[src/rtl/serial_add_sched_if.sv]
// rtl/serial_add_sched_if.sv - request/response bundle for the bit-serial add scheduler
interface serial_add_sched_if #(
  parameter int WIDTH = 8
);
  logic             req0_valid;
  logic             req0_ready;
  logic [WIDTH-1:0] req0_a;
  logic [WIDTH-1:0] req0_b;
  logic             req0_cin;

  logic             req1_valid;
  logic             req1_ready;
  logic [WIDTH-1:0] req1_a;
  logic [WIDTH-1:0] req1_b;
  logic             req1_cin;

  logic             rsp_valid;
  logic             rsp_ready;
  logic [WIDTH-1:0] rsp_sum;
  logic             rsp_cout;
  logic             rsp_id;

  modport master (
    output req0_valid, req0_a, req0_b, req0_cin,
    input  req0_ready,
    output req1_valid, req1_a, req1_b, req1_cin,
    input  req1_ready,
    input  rsp_valid, rsp_sum, rsp_cout, rsp_id,
    output rsp_ready
  );

  modport slave (
    input  req0_valid, req0_a, req0_b, req0_cin,
    output req0_ready,
    input  req1_valid, req1_a, req1_b, req1_cin,
    output req1_ready,
    output rsp_valid, rsp_sum, rsp_cout, rsp_id,
    input  rsp_ready
  );
endinterface

[src/rtl/serial_add_sched.sv]
// rtl/serial_add_sched.sv - round-robin scheduler sharing one 1-bit full adder across two requesters
module serial_add_sched #(
  parameter int WIDTH = 8
) (
  input  logic                clk,
  input  logic                rst,
  serial_add_sched_if.slave   bus,
  output logic                busy
);
  localparam int CW = (WIDTH > 1) ? $clog2(WIDTH) : 1;
  localparam logic [CW-1:0] LAST = CW'(WIDTH - 1);

  typedef enum logic [1:0] {
    IDLE = 2'd0,
    RUN  = 2'd1,
    RESP = 2'd2
  } state_t;

  state_t           state;
  state_t           state_nxt;
  logic [WIDTH-1:0] a_sh;
  logic [WIDTH-1:0] b_sh;
  logic [WIDTH-1:0] sum_sh;
  logic             carry;
  logic [CW-1:0]    count;
  logic             id;
  logic             last_id;

  logic             grant;
  logic             accept;
  logic             ab_x;
  logic             s_bit;
  logic             c_bit;

  // Ties go to whichever requester was not served last.
  always_comb begin
    grant = bus.req1_valid;
    if (bus.req0_valid && bus.req1_valid) begin
      grant = ~last_id;
    end
  end

  assign bus.req0_ready = (state == IDLE) && !grant && bus.req0_valid;
  assign bus.req1_ready = (state == IDLE) &&  grant && bus.req1_valid;
  assign accept         = bus.req0_ready || bus.req1_ready;

  assign ab_x  = a_sh[0] ^ b_sh[0];
  assign s_bit = ab_x ^ carry;
  assign c_bit = (a_sh[0] & b_sh[0]) | (ab_x & carry);

  always_comb begin
    state_nxt = state;
    unique case (state)
      IDLE: if (accept) state_nxt = RUN;
      RUN:  if (count == LAST) state_nxt = RESP;
      RESP: if (bus.rsp_ready) state_nxt = IDLE;
      default: state_nxt = IDLE;
    endcase
  end

  always_ff @(posedge clk or posedge rst) begin
    if (rst) begin
      state <= IDLE;
    end else begin
      state <= state_nxt;
    end
  end

  always_ff @(posedge clk or posedge rst) begin
    if (rst) begin
      a_sh    <= '0;
      b_sh    <= '0;
      sum_sh  <= '0;
      carry   <= 1'b0;
      count   <= '0;
      id      <= 1'b0;
      last_id <= 1'b1;
    end else begin
      unique case (state)
        IDLE: begin
          if (accept) begin
            a_sh  <= grant ? bus.req1_a   : bus.req0_a;
            b_sh  <= grant ? bus.req1_b   : bus.req0_b;
            carry <= grant ? bus.req1_cin : bus.req0_cin;
            id    <= grant;
            count <= '0;
          end
        end
        RUN: begin
          sum_sh <= {s_bit, sum_sh[WIDTH-1:1]};
          a_sh   <= a_sh >> 1;
          b_sh   <= b_sh >> 1;
          carry  <= c_bit;
          // Wrap on the final bit so count stays within 0..WIDTH-1 for any WIDTH.
          count  <= (count == LAST) ? '0 : count + CW'(1);
        end
        RESP: begin
          if (bus.rsp_ready) begin
            last_id <= id;
          end
        end
        default: ;
      endcase
    end
  end

  assign bus.rsp_valid = (state == RESP);
  assign bus.rsp_sum   = sum_sh;
  assign bus.rsp_cout  = carry;
  assign bus.rsp_id    = id;
  assign busy          = (state != IDLE);
endmodule

[src/flat_wrapper.sv]
// flat-port wrapper written by rule: the top's interface ports become plain ports
module serial_add_sched_flat 
#(
  parameter int WIDTH = 8
)
  (clk, rst, busy, bus_req0_valid, bus_req0_a, bus_req0_b, bus_req0_cin, bus_req0_ready, bus_req1_valid, bus_req1_a, bus_req1_b, bus_req1_cin, bus_req1_ready, bus_rsp_valid, bus_rsp_sum, bus_rsp_cout, bus_rsp_id, bus_rsp_ready);
  serial_add_sched_if #(.WIDTH(WIDTH)) bus_i ();
  input  logic clk;
  input  logic rst;
  output logic busy;
  input wire logic [$bits(bus_i.req0_valid)-1:0] bus_req0_valid;
  input wire logic [$bits(bus_i.req0_a)-1:0] bus_req0_a;
  input wire logic [$bits(bus_i.req0_b)-1:0] bus_req0_b;
  input wire logic [$bits(bus_i.req0_cin)-1:0] bus_req0_cin;
  output wire logic [$bits(bus_i.req0_ready)-1:0] bus_req0_ready;
  input wire logic [$bits(bus_i.req1_valid)-1:0] bus_req1_valid;
  input wire logic [$bits(bus_i.req1_a)-1:0] bus_req1_a;
  input wire logic [$bits(bus_i.req1_b)-1:0] bus_req1_b;
  input wire logic [$bits(bus_i.req1_cin)-1:0] bus_req1_cin;
  output wire logic [$bits(bus_i.req1_ready)-1:0] bus_req1_ready;
  output wire logic [$bits(bus_i.rsp_valid)-1:0] bus_rsp_valid;
  output wire logic [$bits(bus_i.rsp_sum)-1:0] bus_rsp_sum;
  output wire logic [$bits(bus_i.rsp_cout)-1:0] bus_rsp_cout;
  output wire logic [$bits(bus_i.rsp_id)-1:0] bus_rsp_id;
  input wire logic [$bits(bus_i.rsp_ready)-1:0] bus_rsp_ready;
  assign bus_i.req0_valid = bus_req0_valid;
  assign bus_i.req0_a = bus_req0_a;
  assign bus_i.req0_b = bus_req0_b;
  assign bus_i.req0_cin = bus_req0_cin;
  assign bus_req0_ready = bus_i.req0_ready;
  assign bus_i.req1_valid = bus_req1_valid;
  assign bus_i.req1_a = bus_req1_a;
  assign bus_i.req1_b = bus_req1_b;
  assign bus_i.req1_cin = bus_req1_cin;
  assign bus_req1_ready = bus_i.req1_ready;
  assign bus_rsp_valid = bus_i.rsp_valid;
  assign bus_rsp_sum = bus_i.rsp_sum;
  assign bus_rsp_cout = bus_i.rsp_cout;
  assign bus_rsp_id = bus_i.rsp_id;
  assign bus_i.rsp_ready = bus_rsp_ready;
  serial_add_sched #(.WIDTH(WIDTH)) u_core (.clk(clk), .rst(rst), .bus(bus_i), .busy(busy));
endmodule
[config.mk]
export PLATFORM = sky130hd
export DESIGN_NAME = serial_add_sched_flat
export DESIGN_NICKNAME = d
export VERILOG_FILES = /design/src/rtl/serial_add_sched_if.sv /design/src/rtl/serial_add_sched.sv /design/src/flat_wrapper.sv
export SDC_FILE = /design/constraint.sdc
export NUM_CORES = 1
export LEC_CHECK = 0
export CELL_PAD_IN_SITES_DETAIL_PLACEMENT = 1
export CELL_PAD_IN_SITES_GLOBAL_PLACEMENT = 2
export CORE_MARGIN = 5
export CORE_UTILIZATION = 29
export CTS_CLUSTER_SIZE = 24
export DETAILED_ROUTE_END_ITERATION = 6
export PLACE_DENSITY_LB_ADDON = 0.1
export SYNTH_ARGS = -nofsm -noshare
export SYNTH_HDL_FRONTEND = slang
export SYNTH_SLANG_ARGS = --single-unit
export TNS_END_PERCENT = 20
[constraint.sdc]
create_clock -name clk -period 2.2 [get_ports clk]
set_input_delay 0.33 -clock clk [delete_from_list [all_inputs] [get_ports clk]]
set_output_delay 0.33 -clock clk [all_outputs]
set_load 0.01 [all_outputs]
== Yosys cells after proc, flatten, opt, wreduce, memory -nomap -nowiden ==
Index checks and enable logic that the tools add are counted.
Storage, ports and cells
  bits in registers: 32
  input port bits: 39
  output and inout port bits: 14
  logic and storage cells: 52
Cells by class
  $add $sub $neg: 1
  equality and inequality tests: 6
  mux-type cells: 17
  bitwise logic cells: 6
  reduce and logical (&&, ||, !) cells: 14
Operator list (number)
  $mux 8: 4
  $pmux 8 s2: 2
  $mux 2: 3
  $mux 3: 2
  $ne 2x1->1 const B: 3
  $pmux 2 s3: 1
  $pmux 3 s2: 1
  $reduce_and 2->1: 3
  $logic_and 1x1->1: 5
  $reduce_bool 2->1: 2
  $add 3x1->3 const B: 1
  $eq 3x3->1 const B: 1
  $mux 1: 3
  $reduce_and 3->1: 1
  $and 1x1->1: 2
  $eq 2x1->1 const B: 1
  $eq 2x2->1 const B: 1
  $logic_not 2->1: 1
  $pmux 1 s2: 1
  $xor 1x1->1: 2
  $logic_not 1->1: 1
  $logic_or 1x1->1: 1
  $not 1->1: 1
  $or 1x1->1: 1

== Longest topological paths before layout ==
Gate-level depths: netlist of run 1.
  depth after elaboration: 8
  depth in mapped cells: 6
  gate-level depth less buffers: 4

== Worst setup path after synthesis of run 1 ==
No wires, ideal clock.
  kind: reg2out
  start: register u_core.last_id
  end: output bus_req0_ready
  data arrival time: 1027 ps
  required time: 1870 ps
  slack: 843 ps
  cell stages (with the launch flop): 5
  path buffers: 2
  cells stage by stage: dfstp_2 > a21boi_2 > buf_6 > buf_6 > nor2_1
On the way
  longest elaborated chain between the ends: 5
RTL lines
  start, declared: line serial_add_sched.sv:27  | logic last_id;
  start signal, assigned: line serial_add_sched.sv:99  | last_id <= id;
  $not 1->1: line serial_add_sched.sv:39  | grant = ~last_id;
  $mux 1: line serial_add_sched.sv:38  | if (bus.req0_valid && bus.req1_valid) begin
  $logic_not 1->1: line serial_add_sched.sv:43  | assign bus.req0_ready = (state == IDLE) && !grant && bus.req0_valid;
  $logic_and 1x1->1 (2 in series): line serial_add_sched.sv:43
  end, declared: line flat_wrapper.sv:15  | output wire logic [$bits(bus_i.req0_ready)-1:0] bus_req0_ready;
Every way passes these cells.

== Final worst setup path of run 1 ==
  start: input bus_req1_valid
  end: output bus_req1_ready
On the way
  longest elaborated chain between the ends: 4
RTL lines
  start, declared: line flat_wrapper.sv:16  | input wire logic [$bits(bus_i.req1_valid)-1:0] bus_req1_valid;
  $logic_and 1x1->1: line serial_add_sched.sv:38
  $mux 1: line serial_add_sched.sv:38
  $logic_and 1x1->1: line serial_add_sched.sv:44  | assign bus.req1_ready = (state == IDLE) && grant && bus.req1_valid;
  $logic_and 1x1->1 (*): line serial_add_sched.sv:44
  end, declared: line flat_wrapper.sv:20  | output wire logic [$bits(bus_i.req1_ready)-1:0] bus_req1_ready;
Mark *: on every way between the ends. The rest lies on a longest branch, timed or not.

==> results.sh, run 1 <==
export IMPL_status="completed"
export IMPL_layout_nets=259
export IMPL_die_x_um=84.6
export IMPL_critPathLaunch="bus_req1_valid"
export IMPL_reg2reg_from="u_core.state[1]"
export IMPL_synthFlopType="dfrtp_1"
export IMPL_synth_most_common_cell="nand2_1"
export IMPL_setup_slack_ns=0.0880
export IMPL_grt_overflow=0
export IMPL_post_cts_setup_buffer_count=0
export IMPL_netlist_cell_type_count=29
export IMPL_grt_pass1_wl_um=7580
export IMPL_layoutNonFillerInstCount=290
export IMPL_drt_iter0_markers=45
export IMPL_leakage_nw=1.01
export IMPL_cts_sinks=32
export IMPL_final_period_utilization_pct=96.0
export IMPL_grt_max_degree=33
export IMPL_arrival_ns=1.78
export IMPL_clockBufferDepth=2
export IMPL_hold_viol=0
export IMPL_path_cells="clkdlybuf4s50_1, a21boi_2, and2_1, clkdlybuf4s50_1"
export IMPL_cts_buffers=5
export IMPL_crit_top_cell="clkdlybuf4s50_1"
export IMPL_critPathCaptureType="primary output"
export IMPL_async_flop_share_pct=100
export IMPL_setup_violations=0
export IMPL_h_tree_depth=2
export IMPL_wl_per_cell_um=15.0
export IMPL_start_util_pct=29.7
export IMPL_clock_latency_ns=0.28
export IMPL_vias_per_cell=4.82
export IMPL_critPathSlowestCell="clkdlybuf4s50_1"
export IMPL_r2r_end="u_core.b_sh[3]"
export IMPL_numPortBuffers=52
export IMPL_syn_nets=204
export IMPL_worst_ep_required_time_ns=1.87
export IMPL_ys_ff_latch=32
export IMPL_synth_cells=162
export IMPL_grt_antenna_before_repair=0
export IMPL_worst_r2r_cell_count=5
export IMPL_dp_hpwl_um=3160
export IMPL_relSlewSlack_pct=68.6
export IMPL_fp_row_count=27
export IMPL_drc=0
export IMPL_finalMaxSlewViolations=0
export IMPL_fmax_mhz=473
export IMPL_hold_class="input port to asynchronous set/reset pin"
export IMPL_synthToLayoutAreaGrowth_pct=43.7
export IMPL_cts_hold_buf=0
export IMPL_grt_use_total_pct=13.0
export IMPL_cts_clk_slew_worst_paths_ns=0.07
export IMPL_synthTopCellsByArea="dfrtp_1 (48%), nand2_1 (10%), mux2i_1 (9.3%)"
export IMPL_ys_top_cells_by_count="nand2_1 (44), dfrtp_1 (31), mux2i_1 (15), o211ai_1 (13), o21ai_0 (13)"
export IMPL_drive_above_1_share_pct=8.26
export IMPL_p_per_area_nw_per_um2=1180
export IMPL_multiInputGateArea_um2=741
export IMPL_grt_pass1_vias=1587
export IMPL_ctsRootBufferMaster="clkbuf_8"
export IMPL_fp_dieH_um=84.6
export IMPL_gp_congestion=0.762
export IMPL_finalSetupTns_ns=0
export IMPL_synth_top_area_share_pct=48.1
export IMPL_tightest_slew_ns=0.470
export IMPL_rsz0062_at_grt="false"
export IMPL_synth_edff_count=0
export IMPL_cts_tree="yes"
export IMPL_cp_slowest_stage_delay_ns=0.56
export IMPL_place_ws_ns=0.0802
export IMPL_path_class="input port to primary output"
export IMPL_syn_avg_cell_area_um2=9.96
export IMPL_num_vias=1398
export IMPL_firstDrtPassIters=4
export IMPL_ir_drop_uv=344
export IMPL_dp_cells=282
export IMPL_r2r_slack_ns=0.56
export IMPL_cts_resized_gates=0
export IMPL_ys_seq_area_share_pct=49.7
export IMPL_wirelength_um=4340
export IMPL_syn_area_um2=1610
export IMPL_synth_area_leader_cell="dfrtp_1"
export IMPL_coreArea_um2=5440
export IMPL_n_fill_cell=630
export IMPL_regArea_um2=802
export IMPL_period_needed_ns=2.11
export IMPL_skew_ns=0.00603
export IMPL_worstPathMaxFanout=3
export IMPL_max_cap_violations=0
export IMPL_antennaDiodeCount=0
export IMPL_crit_path_start_kind="input port"
export IMPL_drtAntennaViolNets=0
export IMPL_die_area_um2=7150
export IMPL_io_pin_count=53
export IMPL_yosys_warnings=0
placed cells by master (no fill, tap or decap), types with 3 or more instances in the layout:
cell type        synthesis  layout
inv_1                    3       3
clkdlybuf4s50_1          0      52
nand2_1                 44      44
o211ai_1                13      13
mux2i_1                 15      15
mux2_1                   3       3
buf_4                    1       6
nand2b_1                 3       3
o21ai_0                 13      13
o21ai_1                  4       4
clkbuf_8                 0       5
dfrtp_1                 31      31
area by class of cell:
cell class	count	area share, %
Tap cell	72	3.89
Multi-Input combinational cell	117	32.0
Clock inverter	2	1.51
Sequential cell	32	34.6
Clock buffer	6	3.13
Timing Repair Buffer	58	24.4
Inverter	3	0.486
sequential cells by signal (all words and copies together), names as in the netlist:
register             count
u_core.bus.rsp_sum       8
u_core.a_sh              8
u_core.count             3
u_core.b_sh              8
u_core.bus.rsp_cout      1
u_core.last_id           1
u_core.state             2
u_core.bus.rsp_id        1
logic make-up (layout without fill, tap and decap cells):
family / Yosys count / after routing / share of synthesized area (%)
AND/OR/NAND/NOR: 56 / 56 / 15.1
AO/OA/AOI/OAI: 40 / 40 / 16.4
flip-flops: 32 / 32 / 49.7
multiplexers: 18 / 18 / 11.4
buffers and inverters: 13 / 69 / 4.50
adder cells (fa/ha/maj): 3 / 3 / 2.79
per-stage QoR:
step | total power [W] | hold slack (ns) | cell area (µm²) | util [%]
after floorplan | 0.00172 | 0.445 | 1610 | -
after global placement | 0.00216 | 0.461 | 2210 | 40.6
after detailed placement | 0.00222 | 0.488 | 2210 | 40.6
after CTS | 0.00280 | 0.451 | 2320 | 42.6
after global routing | 0.00297 | 0.501 | 2320 | 42.6
final | 0.00274 | 0.440 | 2320 | 42.6
power breakdown:
part	internal, W	leakage [nW]	switching (W)
sequential	0.000857	0.401	0.000175
clock	0.000336	0.0552	0.000222
combinational	0.000562	0.556	0.000585
total	0.00176	1.01	0.000982
worst max path at each step:
stage	slack, ns	end
3_3_place_gp	0.16	bus_req1_ready
5_1_grt	0.03	bus_req1_ready
3_5_place_dp	0.08	bus_req1_ready
6_report	0.09	bus_req1_ready
2_1_floorplan	0.84	bus_req0_ready
4_1_cts	0.08	bus_req1_ready
metal layers:
metal / global-route usage [%] / vias up / wire length [µm]
met5: 0 / - / 0
met4: 3.45 / 0 / 51
met3: 3.93 / 5 / 199
met2: 22.4 / 34 / 2220
met1: 15.7 / 688 / 1860
li1: - / 671 / -
critical path, delay by kind of cell:
| kind | cells | cell delay [ns] |
|---|---|---|
| AOI/OAI and AO/OA | 1 | 0.22 |
| and+or+nand+nor | 1 | 0.17 |
| buffers and inverters | 2 | 1.07 |
Note: power is estimated with default switching activity, not from simulation.
==> inputs of run 2 (changes only) <==
--- a/config.mk
+++ b/config.mk
@@ -5,6 +5,7 @@
 export SDC_FILE = /design/constraint.sdc
 export NUM_CORES = 1
 export LEC_CHECK = 0
+export CAP_MARGIN = 20
 export CELL_PAD_IN_SITES_DETAIL_PLACEMENT = 1
 export CELL_PAD_IN_SITES_GLOBAL_PLACEMENT = 2
 export CORE_MARGIN = 5
==> results of run 2 <==
No change in the layout: final DEF, timing and power equal those of run 1.
